[config.mk]
export PLATFORM = sky130hd
export DESIGN_NAME = memory_access_unit
export DESIGN_NICKNAME = d
export VERILOG_FILES = /design/src/rtl/mem_pkg.sv /design/src/rtl/memory_access_unit_data_aligner.sv /design/src/rtl/memory_access_unit.sv
export SDC_FILE = /design/constraint.sdc
export NUM_CORES = 1
export LEC_CHECK = 0
export CAP_MARGIN = 20
export CORE_AREA = 5 5 274 276
export CTS_BUF_LIST = sky130_fd_sc_hd__clkbuf_4 sky130_fd_sc_hd__clkbuf_8 sky130_fd_sc_hd__clkbuf_16
export DETAILED_ROUTE_END_ITERATION = 10
export DIE_AREA = 0 0 279 281
export PLACE_DENSITY_LB_ADDON = 0.2
export SYNTH_ARGS = -nofsm -noshare
export SYNTH_HDL_FRONTEND = slang
export SYNTH_SLANG_ARGS = --single-unit
[constraint.sdc]
create_clock -name clk -period 5.9 [get_ports clk]
set_input_delay 0.885 -clock clk [delete_from_list [all_inputs] [get_ports clk]]
set_output_delay 0.885 -clock clk [all_outputs]
set_load 0.01 [all_outputs]
[src/rtl/mem_pkg.sv]
// Shared types and constants for the memory-stage access engine.
package mem_pkg;
  localparam int XLEN  = 32;
  localparam int VLEN  = 256;
  localparam int BEATS = VLEN / XLEN;
  localparam int CNT_W = $clog2(BEATS);

  localparam logic SIZE_WORD = 1'b0;
  localparam logic SIZE_BYTE = 1'b1;

  typedef enum logic [1:0] {
    IDLE,
    VREAD,
    VWRITE
  } state_t;
endpackage

[src/rtl/memory_access_unit_data_aligner.sv]
// Scalar byte-lane steering: store replication / byte enables, load byte select.
module data_aligner
  import mem_pkg::*;
#(
  parameter int N = XLEN
) (
  input  logic [1:0]     addrLow,
  input  logic           size,
  input  logic [N-1:0]   storeData,
  output logic [N-1:0]   storeWord,
  output logic [N/8-1:0] byteEna,
  input  logic [2:0]     loadOff,
  input  logic [N-1:0]   loadRaw,
  output logic [N-1:0]   loadData
);
  localparam int BW = N / 8;

  always_comb begin
    storeWord = storeData;
    byteEna   = '1;
    if (size != SIZE_WORD) begin
      storeWord = {BW{storeData[7:0]}};
      byteEna   = BW'(1) << addrLow;
    end
  end

  // loadOff = {size, byte offset} captured when the load was issued
  always_comb begin
    loadData = loadRaw;
    if (loadOff[2] == SIZE_BYTE)
      loadData = N'(loadRaw[{loadOff[1:0], 3'b000} +: 8]);
  end
endmodule

[src/rtl/memory_access_unit.sv]
// Memory-stage access engine: scalar word/byte accesses and multi-beat vector
// loads/stores over a single word-wide memory port.
module memory_access_unit
  import mem_pkg::*;
#(
  parameter int N = XLEN,
  parameter int V = VLEN
) (
  input  logic           clk,
  input  logic           rst,
  input  logic           MemReadM,
  input  logic           MemWriteM,
  input  logic           VecDataM,
  input  logic           MemSizeM,
  input  logic [N-1:0]   ALUResultM,
  input  logic [N-1:0]   WriteDataM,
  input  logic [V-1:0]   WriteDataVM,
  input  logic [N-1:0]   ReadData,
  output logic [N-1:0]   AddressData,
  output logic [N/8-1:0] ByteenaData,
  output logic [N-1:0]   WriteData,
  output logic           RdenData,
  output logic           WrenData,
  output logic [N-1:0]   ReadDataM,
  output logic [V-1:0]   ReadDataVM,
  output logic           Busy
);
  state_t           state, nextState;
  logic [CNT_W-1:0] cnt;
  logic [CNT_W-1:0] prevLane;
  logic [N-1:0]     base;
  logic [V-1:0]     vwbuf;
  logic [V-N-1:0]   vrbuf;
  logic [2:0]       off;

  logic [N-1:0]     alignedAddr;
  logic             anyReq;
  logic             vecReq;
  logic             lastBeat;
  logic [N-1:0]     storeWord;
  logic [N/8-1:0]   storeBe;

  assign alignedAddr = {ALUResultM[N-1:2], 2'b00};
  assign anyReq      = MemReadM | MemWriteM;
  assign vecReq      = (state == IDLE) && VecDataM && anyReq;
  assign lastBeat    = (cnt == CNT_W'(BEATS - 1));
  assign prevLane    = cnt - 1'b1;

  data_aligner #(.N(N)) uAligner (
    .addrLow   (ALUResultM[1:0]),
    .size      (MemSizeM),
    .storeData (WriteDataM),
    .storeWord (storeWord),
    .byteEna   (storeBe),
    .loadOff   (off),
    .loadRaw   (ReadData),
    .loadData  (ReadDataM)
  );

  always_ff @(posedge clk or negedge rst) begin
    if (!rst) state <= IDLE;
    else      state <= nextState;
  end

  always_comb begin
    nextState = state;
    case (state)
      IDLE:          if (vecReq) nextState = MemWriteM ? VWRITE : VREAD;
      VREAD, VWRITE: if (lastBeat) nextState = IDLE;
      default:       nextState = IDLE;
    endcase
  end

  always_ff @(posedge clk or negedge rst) begin
    if (!rst) begin
      cnt   <= '0;
      base  <= '0;
      vwbuf <= '0;
      vrbuf <= '0;
      off   <= '0;
    end else begin
      case (state)
        IDLE: begin
          if (vecReq) begin
            base  <= alignedAddr;
            vwbuf <= WriteDataVM;
            cnt   <= CNT_W'(1);
          end else if (MemReadM && !MemWriteM) begin
            off <= {MemSizeM, ALUResultM[1:0]};
          end
        end
        VREAD, VWRITE: begin
          cnt <= lastBeat ? '0 : cnt + 1'b1;
          // data for the beat issued last cycle is on the port now; the top
          // lane is never buffered, it feeds ReadDataVM directly
          if (state == VREAD && cnt != '0)
            vrbuf[prevLane*N +: N] <= ReadData;
        end
        default: cnt <= '0;
      endcase
    end
  end

  always_comb begin
    AddressData = alignedAddr;
    ByteenaData = '0;
    WriteData   = storeWord;
    RdenData    = 1'b0;
    WrenData    = 1'b0;
    Busy        = 1'b0;
    if (rst) begin
      case (state)
        IDLE: begin
          if (VecDataM && anyReq) begin
            WrenData    = MemWriteM;
            RdenData    = !MemWriteM;
            ByteenaData = '1;
            WriteData   = WriteDataVM[N-1:0];
            Busy        = 1'b1;
          end else begin
            WrenData = MemWriteM;
            RdenData = MemReadM && !MemWriteM;
            if (anyReq) ByteenaData = storeBe;
          end
        end
        VREAD, VWRITE: begin
          AddressData = base + (N'(cnt) << 2);
          ByteenaData = '1;
          WriteData   = vwbuf[cnt*N +: N];
          RdenData    = (state == VREAD);
          WrenData    = (state == VWRITE);
          Busy        = !lastBeat;
        end
        default: ;
      endcase
    end
  end

  assign ReadDataVM = {ReadData, vrbuf};
endmodule

# ---- Word-level counts from Yosys, hierarchy flattened
# Cells that the tools add are included.
dict set report word_totals {
  regBits 518
  output_inout_bits 359
}
dict set report op_classes {
  n_shift 5
  addsub 4
  n_mux 28
  n_bitwise 2
  reduce_logical 14
  n_eq_ne 5
}
# operator n
set ops {}
lappend ops {{$shiftx 256x9->32} 1}
lappend ops {{$bwmux 224} 1}
lappend ops {{$shift 32x34->224 const A} 1}
lappend ops {{$shiftx 32x34->224} 1}
lappend ops {{$mux 32} 6}
lappend ops {{$pmux 32 s2} 1}
lappend ops {{$neg 8->34} 1}
lappend ops {{$add 32x5->32} 1}
lappend ops {{$shiftx 32x6->8} 1}
lappend ops {{$mux 4} 4}
lappend ops {{$pmux 4 s2} 1}
lappend ops {{$mux 2} 3}
lappend ops {{$mux 3} 2}
lappend ops {{$pmux 1 s2} 3}
lappend ops {{$pmux 3 s2} 1}
lappend ops {{$reduce_and 2->1} 3}
lappend ops {{$logic_and 1x1->1} 5}
lappend ops {{$mux 1} 5}
lappend ops {{$ne 2x2->1 const B} 2}
lappend ops {{$pmux 2 s2} 1}
lappend ops {{$shl 1x2->4 const A} 1}
lappend ops {{$add 3x1->3 const B} 1}
lappend ops {{$eq 3x3->1 const B} 1}
lappend ops {{$reduce_and 3->1} 1}
lappend ops {{other kinds (9)} 10}

# ---- Logic depth before layout (Yosys ltp)
# Gate-level depths: netlist (run 1).
dict set report logic_depth {
  ltp_word 6
  ltp_mapped 13
}

# ---- By module
# A second synthesis (run 1) with hierarchy kept.
dict set report unflattened {
  hier_cells 2640
  hier_area_um2 25126.6
}
# module area_per_inst_um2 cells_each instances
set by_module_without_submodules {}
lappend by_module_without_submodules {memory_access_unit 24270.8 2501 1}
lappend by_module_without_submodules {data_aligner 855.8 139 1}

# ---- Least setup slack after synthesis (run 1)
# Ideal clock, no wire load.
dict set report synth_timing {
  path_kind {register to register}
  from {reg cnt[1]}
  to {reg vrbuf[100]}
  slack_ps 2892
  t_arrival_ps 2941
  path_stages_with_launch 14
  setup_time_ps 66
  period_less_slack_ps 3008
  path_cell_list {dfrtp_1 clkinv_1 clkbuf_1 ha_1 xor2_1 inv_1 ha_1 and2_1 clkbuf_1 and2_1 and3_1 clkbuf_1 clkbuf_1 a22o_1}
}
dict set report synth_via {
  elab_chain_len 4
  elab_cells_between_ends 8
  cone_classes {add/sub: 2; shift: 2; mux: 1; reduce/logical: 3}
}
# item line
set synth_lines {}
lappend synth_lines {{from (decl)} memory_access_unit.sv:29} ;# logic [CNT_W-1:0] cnt;
lappend synth_lines {{from (signal assigned)} memory_access_unit.sv:93} ;# cnt <= lastBeat ? '0 : cnt + 1'b1;
lappend synth_lines {{$sub 3x1->3} memory_access_unit.sv:47} ;# assign prevLane = cnt - 1'b1;
lappend synth_lines {{$neg 8->34} memory_access_unit.sv:97} ;# vrbuf[prevLane*N +: N] <= ReadData;
lappend synth_lines {{$shiftx 32x34->224 / $shift 32x34->224 (equally long branches)} memory_access_unit.sv:97}
lappend synth_lines {{$bwmux 224} memory_access_unit.sv:97}
lappend synth_lines {{to (signal, indexed assignment)} memory_access_unit.sv:97}
lappend synth_lines {{to (decl)} memory_access_unit.sv:33} ;# logic [V-N-1:0] vrbuf;
# Several ways; a longest one is shown, not always the timed one.
# A chain may end at the register's enable or synchronous reset.

# ---- Final worst setup path (run 1)
dict set report layout_timing {
  from {reg cnt[0]}
  to {out AddressData[20]}
}
dict set report layout_via {
  elab_chain_len 3
}
# item line
set layout_lines {}
lappend layout_lines {{$add 32x5->32} memory_access_unit.sv:127} ;# AddressData = base + (N'(cnt) << 2);
lappend layout_lines {{$mux 32} memory_access_unit.sv:112} ;# case (state)
lappend layout_lines {{$mux 32} memory_access_unit.sv:111} ;# if (rst) begin
lappend layout_lines {{to (decl)} memory_access_unit.sv:19} ;# output logic [N-1:0] AddressData,
# Every way passes these cells.

==> flow_summary.json, run 1 <==
{
  "syn_area_um2": 24570,
  "dr.pass1.iters": 8,
  "grtUsageMet2_pct": 41.47,
  "numCtsBuffers": 58,
  "postCtsSetupBuffers": 0,
  "drc": 0,
  "nNetsFinal": 3224,
  "r2r-start": "state[0]$_DFFE_PN0P_",
  "place_ws_ps": 1297,
  "synth_top_family_by_area": "multiplexers",
  "synth_ff_type": "dfrtp_1",
  "synth_cells": 2225,
  "syn2layout_area_growth_pct": 40.38,
  "drv_slew": 0,
  "cp.arrival_ps": 4090,
  "grt_max_degree": 138,
  "grt_overflow_total": 0,
  "setup_viol": 0,
  "fin_crit_ps": 4971,
  "synth.area.mux_share_pct": 21.19,
  "cts_max_level": 2,
  "power_density_nw_per_um2": 525.2,
  "outcome": "finished clean",
  "ys_ff_latch": 518,
  "r2r_cells": 7,
  "fp.coreArea_um2": 72340,
  "synth-edff-count": 0,
  "r2r_slack_ps": 2350,
  "hold_viol": 0,
  "drt-total-wl_um": 97370,
  "crit_chain": "ha_1 -> fa_1 -> a21o_1 -> nand4_1 -> or4_1 -> a31oi_1 -> clkdlybuf4s50_1",
  "port_buffers": 714,
  "clock.fmax_mhz": 201.2,
  "drv_cap": 0,
  "vias_per_cell": 5.205,
  "layout_commonest_cell": "clkdlybuf4s50_1",
  "antenna_found_initial": 32,
  "clk_path_buf_depth": 3,
  "grt_pass1_vias": 20780,
  "slew_headroom_pct": 23.51,
  "dieArea_um2": 78400,
  "use_met3_pct": 7.335,
  "initial_core_util_pct": 33.96,
  "design_area_um2": 34490,
  "r2r_end": "vwbuf[236]$_DFFE_PN0P_",
  "cp_top_family": "simple AND/OR/NAND/NOR gates",
  "critPathKind": "reg2out",
  "worst_path_largest_cell_delay_ps": 820,
  "synth_area_per_cell_um2": 11.04,
  "dieWidth_um": 279,
  "synth_xor_area_share_pct": 0.2852,
  "gp_congestion": 0.9607,
  "n_fill_cell": 6602,
  "rsz0062_at_grt": "false",
  "post-dp-hpwl_um": 72610,
  "met1_usage_pct": 28.49,
  "yosysWarnings": 0,
  "fin_util_pct": 47.67,
  "seqCellArea_um2": 12970,
  "cts_resized": 0,
  "grt_pass1_wl_um": 141800,
  "skew_ps": 21.30,
  "leakage_nw": 14.57,
  "rows": 99,
  "drive_gt1_share_pct": 18.59,
  "start_kind": "flip-flop",
  "setup_slack_ps": 929.1,
  "via_count": 20150,
  "worst-path-buf-inv": 1,
  "power.total_mw": 18.11,
  "critical_path_cell_count": 7,
  "pin_count": 717,
  "ant_nets": 0,
  "crit_fanout": 36,
  "multi_input_area_um2": 10720,
  "ys_async_sr_fraction_pct": 100.0,
  "slowest_stage": "dfrtp_4",
  "cts_root_buffer": "clkbuf_16",
  "yosys.area_share.simple_pct": 10.32,
  "die_y_um": 281,
  "hp-class": "in2async",
  "cts_sinks": 518,
  "wl_per_cell_um": 25.15,
  "synth_cell_types": 57,
  "synth_compound_area_share_pct": 10.66,
  "fin_crit_sh_pct": 84.25,
  "clk_latency_ps": 620,
  "cts_hold_buf": 0,
  "cts_tree": "built",
  "endpoint_kind": "output pin",
  "finalSetupTns_ps": 0,
  "clk_pin_slew_worst_paths_ps": 60,
  "ys_seq_area_share_pct": 52.77,
  "drt_iter0_drc": 1457,
  "grt_busiest_layer": "met2",
  "peakVddDrop_mv": 0.3084,
  "final_cell_mix": "clkdlybuf4s50_1, dfrtp_1, mux2_2",
  "dpl-instance-area_um2": 32470,
  "synthAdderAreaFrac_pct": 0.7436,
  "required_ps": 5020,
  "grt_util_all_layers_pct": 23.84,
  "worst_pin_slew_ps": 1147
}
==> per-layer routing <==
layer  vias to the layer above  part of all wire [%]
met5                         -                  0.24
li1                       9137                     -
met1                     10000                    38
met3                       176                   8.3
met4                        40                   3.5
met2                       790                    50
==> worst max path at each step <==
stage	start	end
floorplan	cnt[1]$_DFFE_PN0P_	vrbuf[100]$_DFFE_PN0P_
global placement	MemWriteM	WriteData[30]
detailed placement	MemWriteM	WriteData[30]
CTS	cnt[0]$_DFFE_PN0P_	AddressData[20]
global route	cnt[0]$_DFFE_PN0P_	AddressData[20]
finish	cnt[0]$_DFFE_PN0P_	AddressData[20]
==> report_power, final <==
group	switching, mW	total [mW]	internal [mW]
combinational	4.05	8.09	4.04
clock	1.51	3.72	2.21
sequential	1.10	6.30	5.21
total	6.65	18.1	11.5
==> synthesized netlist by cell type (20+ instances only) <==
master    instances  area share [%]
a21oi_1          39            0.79
a22o_1           32             1.1
buf_2            38            0.77
buf_4            34             1.0
clkbuf_1        114             1.7
dfrtp_1         518              53
inv_1            20            0.31
mux2_2          369              17
mux2i_1         105             4.3
nand2_1         351             5.4
nand3_1          21            0.43
nand4_1          28            0.71
nor2_1           63            0.96
nor2b_1          28            0.71
o21ai_0         229             4.7
o31ai_1          23            0.70
==> metrics by stage <==
| stage | hold WS [ps] | std cells |
|---|---|---|
| final | 188.0 | 3871 |
| after global routing | 172.5 | 3863 |
| after CTS | 162.4 | 3856 |
| after detailed placement | 470.2 | 3749 |
| after global placement | 463.2 | 3749 |
| after floorplan | 473.7 | 2226 |
==> state kept, by name (all words and copies together) (netlist names) <==
signal  cells
vwbuf     256
state       2
base       30
vrbuf     224
cnt         3
off         3
==> worst register-to-register path, delay by kind of cell (launching register included) <==
family	cells	cell delay [ps]
buffers and inverters	3	1480
AND/OR/NAND/NOR	1	580
multiplexers	1	460
flip-flops	1	420
adder cells (fa/ha/maj)	1	290
AO/OA/AOI/OAI	1	220
==> layout make-up <==
class | count | share of cell area [%]
flip-flops and latches | 518 | 37.61
multi-input cells | 1494 | 31.09
clock buffers | 85 | 5.032
well taps | 959 | 3.479
clock inverters | 22 | 0.6748
inverters | 21 | 0.2286
repair buffers | 759 | 21.79
diodes | 13 | 0.09433
==> kinds of logic after synthesis <==
| family | count (synthesis) |
|---|---|
| other | 1 |
| multiplexers | 474 |
| flip-flops | 518 |
| adder cells (fa/ha/maj) | 14 |
| buffers and inverters | 214 |
| AND/OR/NAND/NOR | 568 |
| AO/OA/AOI/OAI | 428 |
| XOR/XNOR | 8 |
(Power assumes the default switching activity.)
==> run 2, diff against run 1 <==
--- a/config.mk
+++ b/config.mk
@@ -6,10 +6,10 @@
 export NUM_CORES = 1
 export LEC_CHECK = 0
 export CAP_MARGIN = 20
-export CORE_AREA = 5 5 274 276
+export CORE_AREA = 5 5 276 278
 export CTS_BUF_LIST = sky130_fd_sc_hd__clkbuf_4 sky130_fd_sc_hd__clkbuf_8 sky130_fd_sc_hd__clkbuf_16
 export DETAILED_ROUTE_END_ITERATION = 10
-export DIE_AREA = 0 0 279 281
+export DIE_AREA = 0 0 281 283
 export PLACE_DENSITY_LB_ADDON = 0.2
 export SYNTH_ARGS = -nofsm -noshare
 export SYNTH_HDL_FRONTEND = slang
==> constraint.sdc (replaced) <==
create_clock -name clk -period 4.1 [get_ports clk]
set_input_delay 0.615 -clock clk [delete_from_list [all_inputs] [get_ports clk]]
set_output_delay 0.615 -clock clk [all_outputs]
set_load 0.01 [all_outputs]
==> flow_summary.json, run 2 (synthesis gave the netlist of run 1 again) <==
{
  "regMostFlops": "vwbuf",
  "crit_fanout": 82,
  "hold_viol": 0,
  "power.share.switching_pct": 36.49,
  "post-dp-hpwl_um": 76140,
  "slew_headroom_pct": 37.29,
  "numCtsBuffers": 58,
  "worst_pin_slew_ps": 940.7,
  "n_fill_cell": 6708,
  "skew_ps": 11.22,
  "gp_congestion": 0.9149,
  "pwr-share-clk_pct": 21.3,
  "vias_per_cell": 5.202,
  "wl_per_cell_um": 25.40,
  "die_y_um": 283,
  "setup_viol": 0,
  "p_int_mw": 16.99,
  "p_sw_mw": 9.759,
  "peakVddDrop_mv": 0.5097,
  "dieWidth_um": 281,
  "wl_met1_um": 38470,
  "pin_count": 717,
  "via_count": 20430,
  "outcome": "finished clean",
  "worst_hold_slack_ps": 453.2,
  "combPwrFrac_pct": 45.0,
  "critPathKind": "reg2out",
  "leakage_nw": 14.88,
  "power_density_nw_per_um2": 761.1,
  "nNetsFinal": 3271,
  "syn2layout_area_growth_pct": 43.03,
  "dieArea_um2": 79520,
  "rsz0062_at_grt": "false",
  "grt_pass1_vias": 20900,
  "final_cell_mix": "clkdlybuf4s50_1, dfrtp_1, mux2_2",
  "hp-class": "in2async",
  "cp.arrival_ps": 3370,
  "start_kind": "flip-flop",
  "cts_root_buffer": "clkbuf_16",
  "reg_top3": "vwbuf: 256 flops, vrbuf: 224 flops, base: 30 flops",
  "dr.pass1.iters": 6,
  "grt_overflow_total": 0,
  "grt_util_all_layers_pct": 23.83,
  "cts_sinks": 518,
  "fp.coreArea_um2": 73700,
  "p_seq_share_pct": 33.7,
  "clk_pin_slew_worst_paths_ps": 60,
  "required_ps": 3480,
  "wl_met3_um": 7339,
  "r2r_cells": 11,
  "wl_met2_um": 50320,
  "fin_crit_ps": 3985,
  "drv_slew": 0,
  "initial_core_util_pct": 33.33,
  "grt_max_degree": 158,
  "grt_pass1_wl_um": 143200,
  "drt_iter0_drc": 1546,
  "clk_latency_ps": 620,
  "clock.fmax_mhz": 250.9,
  "drt-total-wl_um": 99740,
  "largest_reg_flops": 256,
  "cts_tree": "built",
  "drv_cap": 0,
  "endpoint_kind": "output pin",
  "drc": 0,
  "rows": 100,
  "clk_path_buf_depth": 3,
  "cts_max_level": 2,
  "antenna_found_initial": 28,
  "port_buffers": 714,
  "fin_util_pct": 47.68,
  "ant_nets": 0,
  "layout_commonest_cell": "clkdlybuf4s50_1",
  "highest_layer": "met5",
  "finalSetupTns_ps": 0,
  "fin_crit_sh_pct": 97.20,
  "power.total_mw": 26.74,
  "drive_gt1_share_pct": 19.93
}
## run 2: changes by cell type in the layout (fill, tap and decap cells not counted), moves of 2 or more
cell       change
inv_6          -3
bufinv_16      +6
clkbuf_8       -5
buf_12         +8
clkbuf_4       +2
clkinv_4       +3
o21ai_1        +3
buf_4         +37
buf_6          +2
clkinv_2       -7
o21ai_0        -3
## run 2: final timing paths
kind,startpoint,to,slack (ps)
setup reg to reg,cnt[0]$_DFFE_PN0P_,vrbuf[189]$_DFFE_PN0P_,1040
max in group asynchronous,rst,vwbuf[174]$_DFFE_PN0P_,1580
min in group clk,vrbuf[157]$_DFFE_PN0P_,vrbuf[157]$_DFFE_PN0P_,480
hold reg to reg,vrbuf[157]$_DFFE_PN0P_,vrbuf[157]$_DFFE_PN0P_,480
hold / removal,rst,vrbuf[97]$_DFFE_PN0P_,450
setup / recovery,cnt[0]$_DFFE_PN0P_,WriteData[4],110
## run 2: per-layer routing
metal / vias up / global-route usage [%]
met3: 180 / 5.706
met1: 10150 / 28.47
met2: 826 / 42.22
li1: 9244 / -
met4: 26 / 7.737
met5: - / 0
## run 2: through the flow
| step | instance area (µm²) | setup slack [ps] | instances |
|---|---|---|---|
| after floorplan | 24570 | 1092 | 2226 |
| after global placement | 32920 | 151.4 | 3803 |
| after detailed placement | 32930 | 488.8 | 3804 |
| after CTS | 35080 | 20.24 | 3913 |
| after global routing | 35120 | 3.195 | 3922 |
| final | 35140 | 114.8 | 3927 |
## run 2: cell type report
type	instances	area, µm²	area share, %
Multi-Input combinational cell	1494	10740	30.56
Sequential cell	518	12970	36.92
Inverter	21	78.83	0.2243
Timing Repair Buffer	806	7993	22.75
Antenna cell	13	32.53	0.09258
Tap cell	969	1212	3.450
Clock inverter	24	431.7	1.229
Clock buffer	82	1682	4.786
## run 2: timing repair
item                                    CTS  global route
buffers inserted                          2             1
hold buffers                              1             0
endpoints found under the hold margin    27             0
endpoints found under the setup margin    7            19
resized for setup                         4             6
pin swaps                                 1             1
## run 2: worst max-delay path: stages (launching register included)
cell,delay (ps)
dfrtp_4,460
buf_16,350
mux2i_1,240
o21ai_0,570
o221ai_1,260
nand3_1,120
clkdlybuf4s50_1,540
## run 2: power groups by stage
stage	sequential, mW	combinational [mW]	clock, mW
final	9.01	12.0	5.70
after CTS	8.98	12.2	5.83
after global placement	8.93	12.0	0
after floorplan	9.01	5.95	0
after detailed placement	9.07	12.1	0
after global routing	9.27	12.9	6.02
==> run 3, diff against run 2 <==
--- a/config.mk
+++ b/config.mk
@@ -14,3 +14,4 @@
 export SYNTH_ARGS = -nofsm -noshare
 export SYNTH_HDL_FRONTEND = slang
 export SYNTH_SLANG_ARGS = --single-unit
+export TNS_END_PERCENT = 50
==> flow_summary.json, run 3 (synthesis gave the netlist of run 1 again) <==
{
  "pwr-share-clk_pct": 21.3,
  "worst_pin_slew_ps": 943.1,
  "ant_nets": 0,
  "vias_per_cell": 5.189,
  "antenna_found_initial": 28,
  "required_ps": 3480,
  "largest_reg_flops": 256,
  "dieArea_um2": 79520,
  "worst-path-buf-inv": 3,
  "drc": 0,
  "combPwrFrac_pct": 45.0,
  "grt_util_all_layers_pct": 23.83,
  "cts_sinks": 518,
  "skew_ps": 14.67,
  "p_sw_mw": 9.780,
  "setup_viol": 0,
  "start_kind": "flip-flop",
  "r2r_cells": 10,
  "wl_per_cell_um": 25.40,
  "regMostFlops": "vwbuf",
  "clock.fmax_mhz": 250.1,
  "gp_congestion": 0.9149,
  "slowest_stage": "clkdlybuf4s50_1",
  "clk_latency_ps": 620,
  "layout_commonest_cell": "clkdlybuf4s50_1",
  "clk_pin_slew_worst_paths_ps": 60,
  "peakVddDrop_mv": 0.5093,
  "nNetsFinal": 3271,
  "final_cell_mix": "clkdlybuf4s50_1, dfrtp_1, mux2_2",
  "drive_gt1_share_pct": 19.93,
  "cts_root_buffer": "clkbuf_16",
  "p_seq_share_pct": 33.6,
  "crit_fanout": 8,
  "crit_chain": "ha_1 -> fa_1 -> a21o_1 -> nand4_1 -> buf_4 -> buf_4 -> o31ai_1 -> a31oi_1 -> clkdlybuf4s50_1",
  "cts_max_level": 2,
  "power_density_nw_per_um2": 761.6,
  "drt-total-wl_um": 99800,
  "rsz0062_at_grt": "false",
  "syn2layout_area_growth_pct": 43.05,
  "hold_viol": 0,
  "leakage_nw": 14.88,
  "power.share.switching_pct": 36.54,
  "fin_crit_sh_pct": 97.54,
  "worst_path_largest_cell_delay_ps": 580,
  "fp.coreArea_um2": 73700,
  "reg_top3": "vwbuf: 256 flops, vrbuf: 224 flops, base: 30 flops",
  "p_int_mw": 16.99,
  "slew_headroom_pct": 37.13,
  "fin_crit_ps": 3999,
  "clk_path_buf_depth": 3,
  "via_count": 20390,
  "rows": 100,
  "port_buffers": 714,
  "fin_util_pct": 47.69,
  "hp-class": "in2async",
  "grt_pass1_vias": 20880,
  "initial_core_util_pct": 33.33,
  "critical_path_cell_count": 9,
  "dieWidth_um": 281,
  "grt_max_degree": 158,
  "stdcell_count": 3929,
  "drv_slew": 0,
  "place_inst": 3804,
  "critPathKind": "reg2out",
  "cp.arrival_ps": 3380,
  "drv_cap": 0,
  "finalSetupTns_ps": 0,
  "worst_hold_slack_ps": 450.9,
  "dr.pass1.iters": 6,
  "numCtsBuffers": 58,
  "grt_overflow_total": 0,
  "cts_tree": "built",
  "outcome": "finished clean",
  "crit_path_frequent_cell": "buf_4",
  "grt_pass1_wl_um": 143200,
  "drt_iter0_drc": 1441,
  "cp_top_family": "buffers and inverters",
  "post-dp-hpwl_um": 76140,
  "endpoint_kind": "output pin",
  "die_y_um": 283,
  "pin_count": 717
}
## run 3: path summary, 6_finish.rpt
check,start,end,slack (ps)
max reg2reg,cnt[0]$_DFFE_PN0P_,vrbuf[159]$_DFFE_PN0P_,1050
min in group clk,vrbuf[157]$_DFFE_PN0P_,vrbuf[157]$_DFFE_PN0P_,480
max,cnt[0]$_DFFE_PN0P_,AddressData[24],100
min,rst,vrbuf[97]$_DFFE_PN0P_,450
min reg2reg,vrbuf[157]$_DFFE_PN0P_,vrbuf[157]$_DFFE_PN0P_,480
max in group asynchronous,rst,vwbuf[174]$_DFFE_PN0P_,1590
## run 3: timing repair
| action | CTS | global route |
|---|---|---|
| hold buffers | 1 | 0 |
| setup endpoints to repair | 7 | 19 |
| hold endpoints to repair | 27 | 0 |
| pin swaps | 1 | 1 |
| resized for setup | 4 | 6 |
| setup buffers | 2 | 1 |
## run 3: layout make-up
class,instances,area (µm²)
Fill cell,6708,38550
Sequential cell,518,12970
Multi-Input combinational cell,1494,10740
Timing Repair Buffer,806,7993
Clock buffer,82,1682
Tap cell,969,1212
Clock inverter,24,431.7
Inverter,21,78.83
Antenna cell,15,37.54
## run 3: power groups by stage
stage	Combinational, mW	Clock (mW)	Sequential (mW)
floorplan	5.95	0	9.01
global placement	12.0	0	8.93
detailed placement	12.1	0	9.07
CTS	12.2	5.83	8.98
global route	12.9	6.02	9.27
finish	12.1	5.71	9.00
## run 3: per-layer routing
| metal | vias up | track usage (%) | part of all wire, % |
|---|---|---|---|
| met5 | - | 0 | 0.17 |
| met4 | 26 | 7.737 | 3.5 |
| met3 | 183 | 5.706 | 7.1 |
| met2 | 784 | 42.18 | 51 |
| met1 | 10150 | 28.52 | 39 |
| li1 | 9241 | - | - |
## run 3: stage by stage
stage	setup slack, ps	area (µm²)	total power, mW
2_1_floorplan	1092	24570	14.96
3_3_place_gp	151.4	32920	20.89
3_5_place_dp	488.8	32930	21.21
4_1_cts	20.24	35080	27.03
5_1_grt	3.195	35120	28.22
6_report	100.9	35140	26.77
## run 3: worst register-to-register path, delay by kind of cell, from the launching register on
kind | cells | cell delay (ps)
xor+xnor | 1 | 170
simple gates | 2 | 770
compound gates | 1 | 220
flops | 1 | 460
fa+ha+maj | 2 | 530
buf+inv | 4 | 830
